File: src/rtl/alu_pipe.sv
// Two-stage pipelined ALU: operand prep feeds stage 1, result and flags are registered in stage 2.
// Valid/ready on both sides; capacity of two operations, delivered in order.
module alu_pipe #(
    parameter int unsigned OPERAND_WIDTH  = 16,
    parameter int unsigned NUM_OPERATIONS = 3
) (
    input  logic                      clk,
    input  logic                      rst,
    input  logic                      in_valid,
    output logic                      in_ready,
    input  logic [OPERAND_WIDTH-1:0]  InA,
    input  logic [OPERAND_WIDTH-1:0]  InB,
    input  logic                      Cin,
    input  logic [NUM_OPERATIONS-1:0] Oper,
    input  logic                      invA,
    input  logic                      invB,
    input  logic                      sign,
    output logic                      out_valid,
    input  logic                      out_ready,
    output logic [OPERAND_WIDTH-1:0]  Out,
    output logic                      Ofl,
    output logic                      Cout,
    output logic                      Zero,
    output logic                      Neg,
    output logic                      ofl_sticky,
    input  logic                      clr_sticky
);

    localparam int unsigned W           = OPERAND_WIDTH;
    localparam int unsigned SUM_W       = OPERAND_WIDTH + 1;
    localparam int unsigned SHAMT_WIDTH = $clog2(OPERAND_WIDTH);

    localparam logic [NUM_OPERATIONS-1:0] OP_ROL = NUM_OPERATIONS'(0);
    localparam logic [NUM_OPERATIONS-1:0] OP_SHL = NUM_OPERATIONS'(1);
    localparam logic [NUM_OPERATIONS-1:0] OP_ROR = NUM_OPERATIONS'(2);
    localparam logic [NUM_OPERATIONS-1:0] OP_SHR = NUM_OPERATIONS'(3);
    localparam logic [NUM_OPERATIONS-1:0] OP_ADD = NUM_OPERATIONS'(4);
    localparam logic [NUM_OPERATIONS-1:0] OP_AND = NUM_OPERATIONS'(5);
    localparam logic [NUM_OPERATIONS-1:0] OP_OR  = NUM_OPERATIONS'(6);
    localparam logic [NUM_OPERATIONS-1:0] OP_XOR = NUM_OPERATIONS'(7);

    // Stage 1 registers
    logic                      r_s1_valid;
    logic [W-1:0]              r_s1_a;
    logic [W-1:0]              r_s1_b;
    logic                      r_s1_cin;
    logic [NUM_OPERATIONS-1:0] r_s1_oper;
    logic                      r_s1_sign;

    // Stage 2 registers (drive the outputs)
    logic                      r_s2_valid;
    logic [W-1:0]              r_out;
    logic                      r_ofl;
    logic                      r_cout;
    logic                      r_zero;
    logic                      r_neg;
    logic                      r_sticky;

    logic                      w_s2_adv;
    logic                      w_s1_adv;
    logic                      w_in_xfer;
    logic                      w_out_xfer;
    logic [SHAMT_WIDTH-1:0]    w_sh;
    logic [2*W-1:0]            w_rol_full;
    logic [2*W-1:0]            w_ror_full;
    logic [W:0]                w_sum;
    logic [W-1:0]              w_res;
    logic                      w_ofl;
    logic                      w_cout;

    assign w_s2_adv   = !r_s2_valid || out_ready;
    assign w_s1_adv   = r_s1_valid && w_s2_adv;
    assign in_ready   = !r_s1_valid || w_s2_adv;
    assign w_in_xfer  = in_valid && in_ready;
    assign w_out_xfer = r_s2_valid && out_ready;

    // Rotates taken from a doubled operand so sh = 0 falls out naturally
    assign w_sh       = r_s1_b[SHAMT_WIDTH-1:0];
    assign w_rol_full = {r_s1_a, r_s1_a} << w_sh;
    assign w_ror_full = {r_s1_a, r_s1_a} >> w_sh;
    assign w_sum      = SUM_W'(r_s1_a) + SUM_W'(r_s1_b) + SUM_W'(r_s1_cin);

    // Stage 2 result and flag computation
    always_comb begin
        w_res  = '0;
        w_ofl  = 1'b0;
        w_cout = 1'b0;
        case (r_s1_oper)
            OP_ROL: w_res = w_rol_full[2*W-1:W];
            OP_SHL: w_res = r_s1_a << w_sh;
            OP_ROR: w_res = w_ror_full[W-1:0];
            OP_SHR: w_res = r_s1_a >> w_sh;
            OP_ADD: begin
                w_res  = w_sum[W-1:0];
                w_cout = w_sum[W];
                w_ofl  = r_s1_sign ? (w_sum[W-1] ^ r_s1_a[W-1] ^ r_s1_b[W-1] ^ w_sum[W])
                                   : w_sum[W];
            end
            OP_AND: w_res = r_s1_a & r_s1_b;
            OP_OR:  w_res = r_s1_a | r_s1_b;
            OP_XOR: w_res = r_s1_a ^ r_s1_b;
            default: w_res = '0;
        endcase
    end

    // Stage 1 capture with operand inversion applied up front
    always_ff @(posedge clk) begin
        if (rst) begin
            r_s1_valid <= 1'b0;
            r_s1_a     <= '0;
            r_s1_b     <= '0;
            r_s1_cin   <= 1'b0;
            r_s1_oper  <= '0;
            r_s1_sign  <= 1'b0;
        end else if (w_in_xfer) begin
            r_s1_valid <= 1'b1;
            r_s1_a     <= invA ? ~InA : InA;
            r_s1_b     <= invB ? ~InB : InB;
            r_s1_cin   <= Cin;
            r_s1_oper  <= Oper;
            r_s1_sign  <= sign;
        end else if (w_s1_adv) begin
            r_s1_valid <= 1'b0;
        end
    end

    // Stage 2 capture; data holds whenever nothing new arrives
    always_ff @(posedge clk) begin
        if (rst) begin
            r_s2_valid <= 1'b0;
            r_out      <= '0;
            r_ofl      <= 1'b0;
            r_cout     <= 1'b0;
            r_zero     <= 1'b0;
            r_neg      <= 1'b0;
        end else if (w_s2_adv) begin
            r_s2_valid <= r_s1_valid;
            if (r_s1_valid) begin
                r_out  <= w_res;
                r_ofl  <= w_ofl;
                r_cout <= w_cout;
                r_zero <= (w_res == '0);
                r_neg  <= w_res[W-1];
            end
        end
    end

    // Sticky overflow: a delivered overflow beats a same-cycle clear
    always_ff @(posedge clk) begin
        if (rst) begin
            r_sticky <= 1'b0;
        end else if (w_out_xfer && r_ofl) begin
            r_sticky <= 1'b1;
        end else if (clr_sticky) begin
            r_sticky <= 1'b0;
        end
    end

    assign out_valid  = r_s2_valid;
    assign Out        = r_out;
    assign Ofl        = r_ofl;
    assign Cout       = r_cout;
    assign Zero       = r_zero;
    assign Neg        = r_neg;
    assign ofl_sticky = r_sticky;

endmodule

File: config.mk
export PLATFORM = sky130hd
export DESIGN_NAME = alu_pipe
export DESIGN_NICKNAME = d
export VERILOG_FILES = /design/src/rtl/alu_pipe.sv
export SDC_FILE = /design/constraint.sdc
export NUM_CORES = 1
export LEC_CHECK = 0
export CORE_MARGIN = 8
export CORE_UTILIZATION = 55
export CTS_CLUSTER_SIZE = 14
export DETAILED_ROUTE_END_ITERATION = 7
export PLACE_DENSITY_LB_ADDON = 0.12
export SLEW_MARGIN = 20
export SYNTH_ARGS = -nofsm -noshare
export SYNTH_HDL_FRONTEND = slang
export SYNTH_SLANG_ARGS = --single-unit
File: constraint.sdc
create_clock -name clk -period 5.9 [get_ports clk]
set_input_delay 0.59 -clock clk [delete_from_list [all_inputs] [get_ports clk]]
set_output_delay 0.59 -clock clk [all_outputs]
set_load 0.05 [all_outputs]
==> impl_metrics.tcl <==
set metrics [dict create \
    status "finished, final reports clean" \
    p_switching_mw 0.649 \
    startpoint_type "flop" \
    drt_iter0_markers 751 \
    grt_max_degree 70 \
    viasPerCell 6.83 \
    crit_slowest_cell "dfxtp_1" \
    gp_congestion 1.09 \
    via_count 6512 \
    combPwrFrac 0.380 \
    grt_usage 0.295 \
    final-max-slew-violation-count 0 \
    clockBufferDepth 2 \
    netlist_top_cells_count "nor2_1 (84), nand2_1 (79), dfxtp_1 (59)" \
    syn-num-nets 865 \
    fp.coreArea_um2 11800 \
    place_hpwl_um 17100 \
    setup_viol 0 \
    crit_path_max_incr_delay_ns 0.69 \
    rsz0062_at_grt "no" \
    period_needed_ns 3.74 \
    netlist_instances 786 \
    cts_made_buffers 9 \
    internal_power_mw 1.07 \
    ys_warn_count 0 \
    num_rows 40 \
    ant_nets 0 \
    ios 67 \
    fin_skew_ns 0.00488 \
    p_seq_frac 0.285 \
    grt_pass1_vias 6379 \
    portBuffers 66 \
    dieArea_um2 15600 \
    cts-root-buf "clkbuf_16" \
    clk_pin_slew_ns 0.06 \
    final.setup.tns_ns 0 \
    critPathBufInv 1 \
    path_cells "inv_1 -> ha_1 -> a211oi_1 -> o21ai_0 -> a22oi_1 -> o21a_1 -> mux2i_1 -> a21oi_1 -> nor3b_1 -> a211oi_1" \
    cp.arrival_ns 3.94 \
    place_ws_ns 2.37 \
    fp.dieW_um 125 \
    leakage_nw 2.78 \
    final.period_utilization 0.634 \
    drc 0 \
    setup_slack_ns 2.16 \
    yosysMostFrequentCell "nor2_1" \
    synth_seq_cells 59 \
    powerDensity_nw_per_um2 231 \
    slew_headroom 0.286 \
    final_nets 881 \
    grt_pass1_wl_um 36400 \
    ir_drop_uv 210 \
    syn-cell-area_um2 6530 \
    drv_cap 0 \
    worstSkewPairLatency_ns 0.34 \
    syn_avg_cell_area_um2 8.31 \
    h-tree-depth 3 \
    synth_ff_type "dfxtp_1" \
    path_class "reg2reg" \
    worst_pin_slew_ns 1.06 \
    endpoint_kind "flop" \
    crit_required_ns 6.10 \
    synth_edf_count 0 \
    drtPass1Iterations 5 \
    synth_area_leaders "dfxtp_1 (18%), mux4_2 (9.7%), mux2i_1 (7.7%), ha_1 (6.3%), a211oi_1 (5.4%)" \
    ys_seq_area_frac 0.181 \
    power_mw 1.72 \
    routed_wl_um 23100 \
    cpMostUsedCell "a211oi_1" \
    initial_core_util 0.553 \
    critical_path.top_delay_family "compound AO/OA/AOI/OAI gates" \
    synth_top_area_frac 0.181 \
    cts_setup_buffers 0 \
    clock_sinks 59 \
    syn2layout_area_growth_pct 13.8 \
    async_reset_ff_frac 0 \
    cts_tree "built" \
    diodes 0 \
    hold_viol 0 \
    dieHeight_um 125 \
    clockPowerShare 0.335 \
    drive_gt1_frac 0.0929 \
    hold_path.class "reg2reg" \
    hold_buffers 0 \
    yosysTopAreaCell "dfxtp_1" \
    cts_resized 0 \
    antenna_found_initial 0 \
    fmax_ghz 0.267 \
    synth_cell_types 75 \
    sw_frac_of_total 0.378 \
    overflow 0 \
    worst-path-max-fanout 17 \
    wl_per_cell_um 24.2 \
]
-- area by class of cell --
cell class / count / area, um2
Clock inverter: 7 / 100
Clock buffer: 9 / 225
Timing Repair Buffer: 78 / 746
Inverter: 38 / 143
Multi-Input combinational cell: 616 / 4850
Sequential cell: 59 / 1180
Tap cell: 147 / 184
Fill cell: 1005 / 4380
-- state kept, by name (all words and copies together), names as in the netlist --
register	flops
Out	16
r_s1_a	16
r_s1_b	16
r_s1_oper	3
Cout	1
Ofl	1
Zero	1
ofl_sticky	1
out_valid	1
r_s1_cin	1
r_s1_sign	1
r_s1_valid	1
-- through the flow --
| stage | hold slack [ns] | cell area (um2) | cells | utilization |
|---|---|---|---|---|
| floorplan | 0.437 | 6530 | 786 | - |
| global placement | 0.444 | 7110 | 938 | 0.602 |
| detailed placement | 0.451 | 7110 | 938 | 0.602 |
| CTS | 0.458 | 7430 | 954 | 0.629 |
| global route | 0.469 | 7430 | 954 | 0.629 |
| finish | 0.457 | 7430 | 954 | 0.629 |
-- per-layer routing --
layer,global-route usage,share of wire
met1,0.356,0.39
met2,0.473,0.46
met3,0.0875,0.11
met4,0.138,0.047
met5,0,0
-- tightest hold or removal path, delay by kind of cell, from the launching register on --
family	cells	cell delay (ns)
flip-flops	1	0.30
AND/OR/NAND/NOR	1	0.05
AO/OA/AOI/OAI	1	0.05
-- worst paths after layout --
kind | startpoint | to | slack [ns] | cells after the start
hold reg to reg | Out[1] | Out[1] | 0.46 | 2
setup reg to reg | r_s1_a[1] | Out[15] | 2.16 | 10
hold / removal | Out[1] | Out[1] | 0.46 | 2
setup / recovery | r_s1_a[1] | Out[15] | 2.16 | 10
-- power by group through the flow --
stage / Sequential, mW / Combinational [mW] / Clock (mW)
2_1_floorplan: 0.486 / 0.450 / 0
3_3_place_gp: 0.492 / 0.630 / 0
3_5_place_dp: 0.494 / 0.634 / 0
4_1_cts: 0.486 / 0.638 / 0.583
5_1_grt: 0.492 / 0.698 / 0.600
6_report: 0.490 / 0.653 / 0.575
-- cells by family (layout without fill, tap and decap cells) --
| kind of cell | Yosys count | after routing | share of synthesized area |
|---|---|---|---|
| and+or+nand+nor | 252 | 252 | 0.181 |
| AOI/OAI and AO/OA | 194 | 194 | 0.205 |
| buffers and inverters | 111 | 132 | 0.0770 |
| muxes | 98 | 98 | 0.238 |
| DFF | 59 | 59 | 0.181 |
| xor gates and xnor gates | 37 | 37 | 0.0496 |
| adders and majority gates | 35 | 35 | 0.0693 |
-- cells in the final DEF, fill, tap and decap left out, types with 6 or more instances in the layout --
cell	instances
xor2_1	34
nor3_1	17
clkbuf_16	9
nor2_1	84
nand2b_1	6
mux4_2	28
o211ai_1	7
o21ai_0	23
nor2b_1	7
nand2_1	78
a211oi_1	47
mux4_1	13
and3_1	7
nand3_1	14
mux2i_1	50
buf_4	12
or3_1	6
clkdlybuf4s50_1	65
dfxtp_1	56
ha_1	33
o221ai_1	6
inv_1	37
o22ai_1	16
a21oi_1	41
Power figures use the tool's default switching activity.
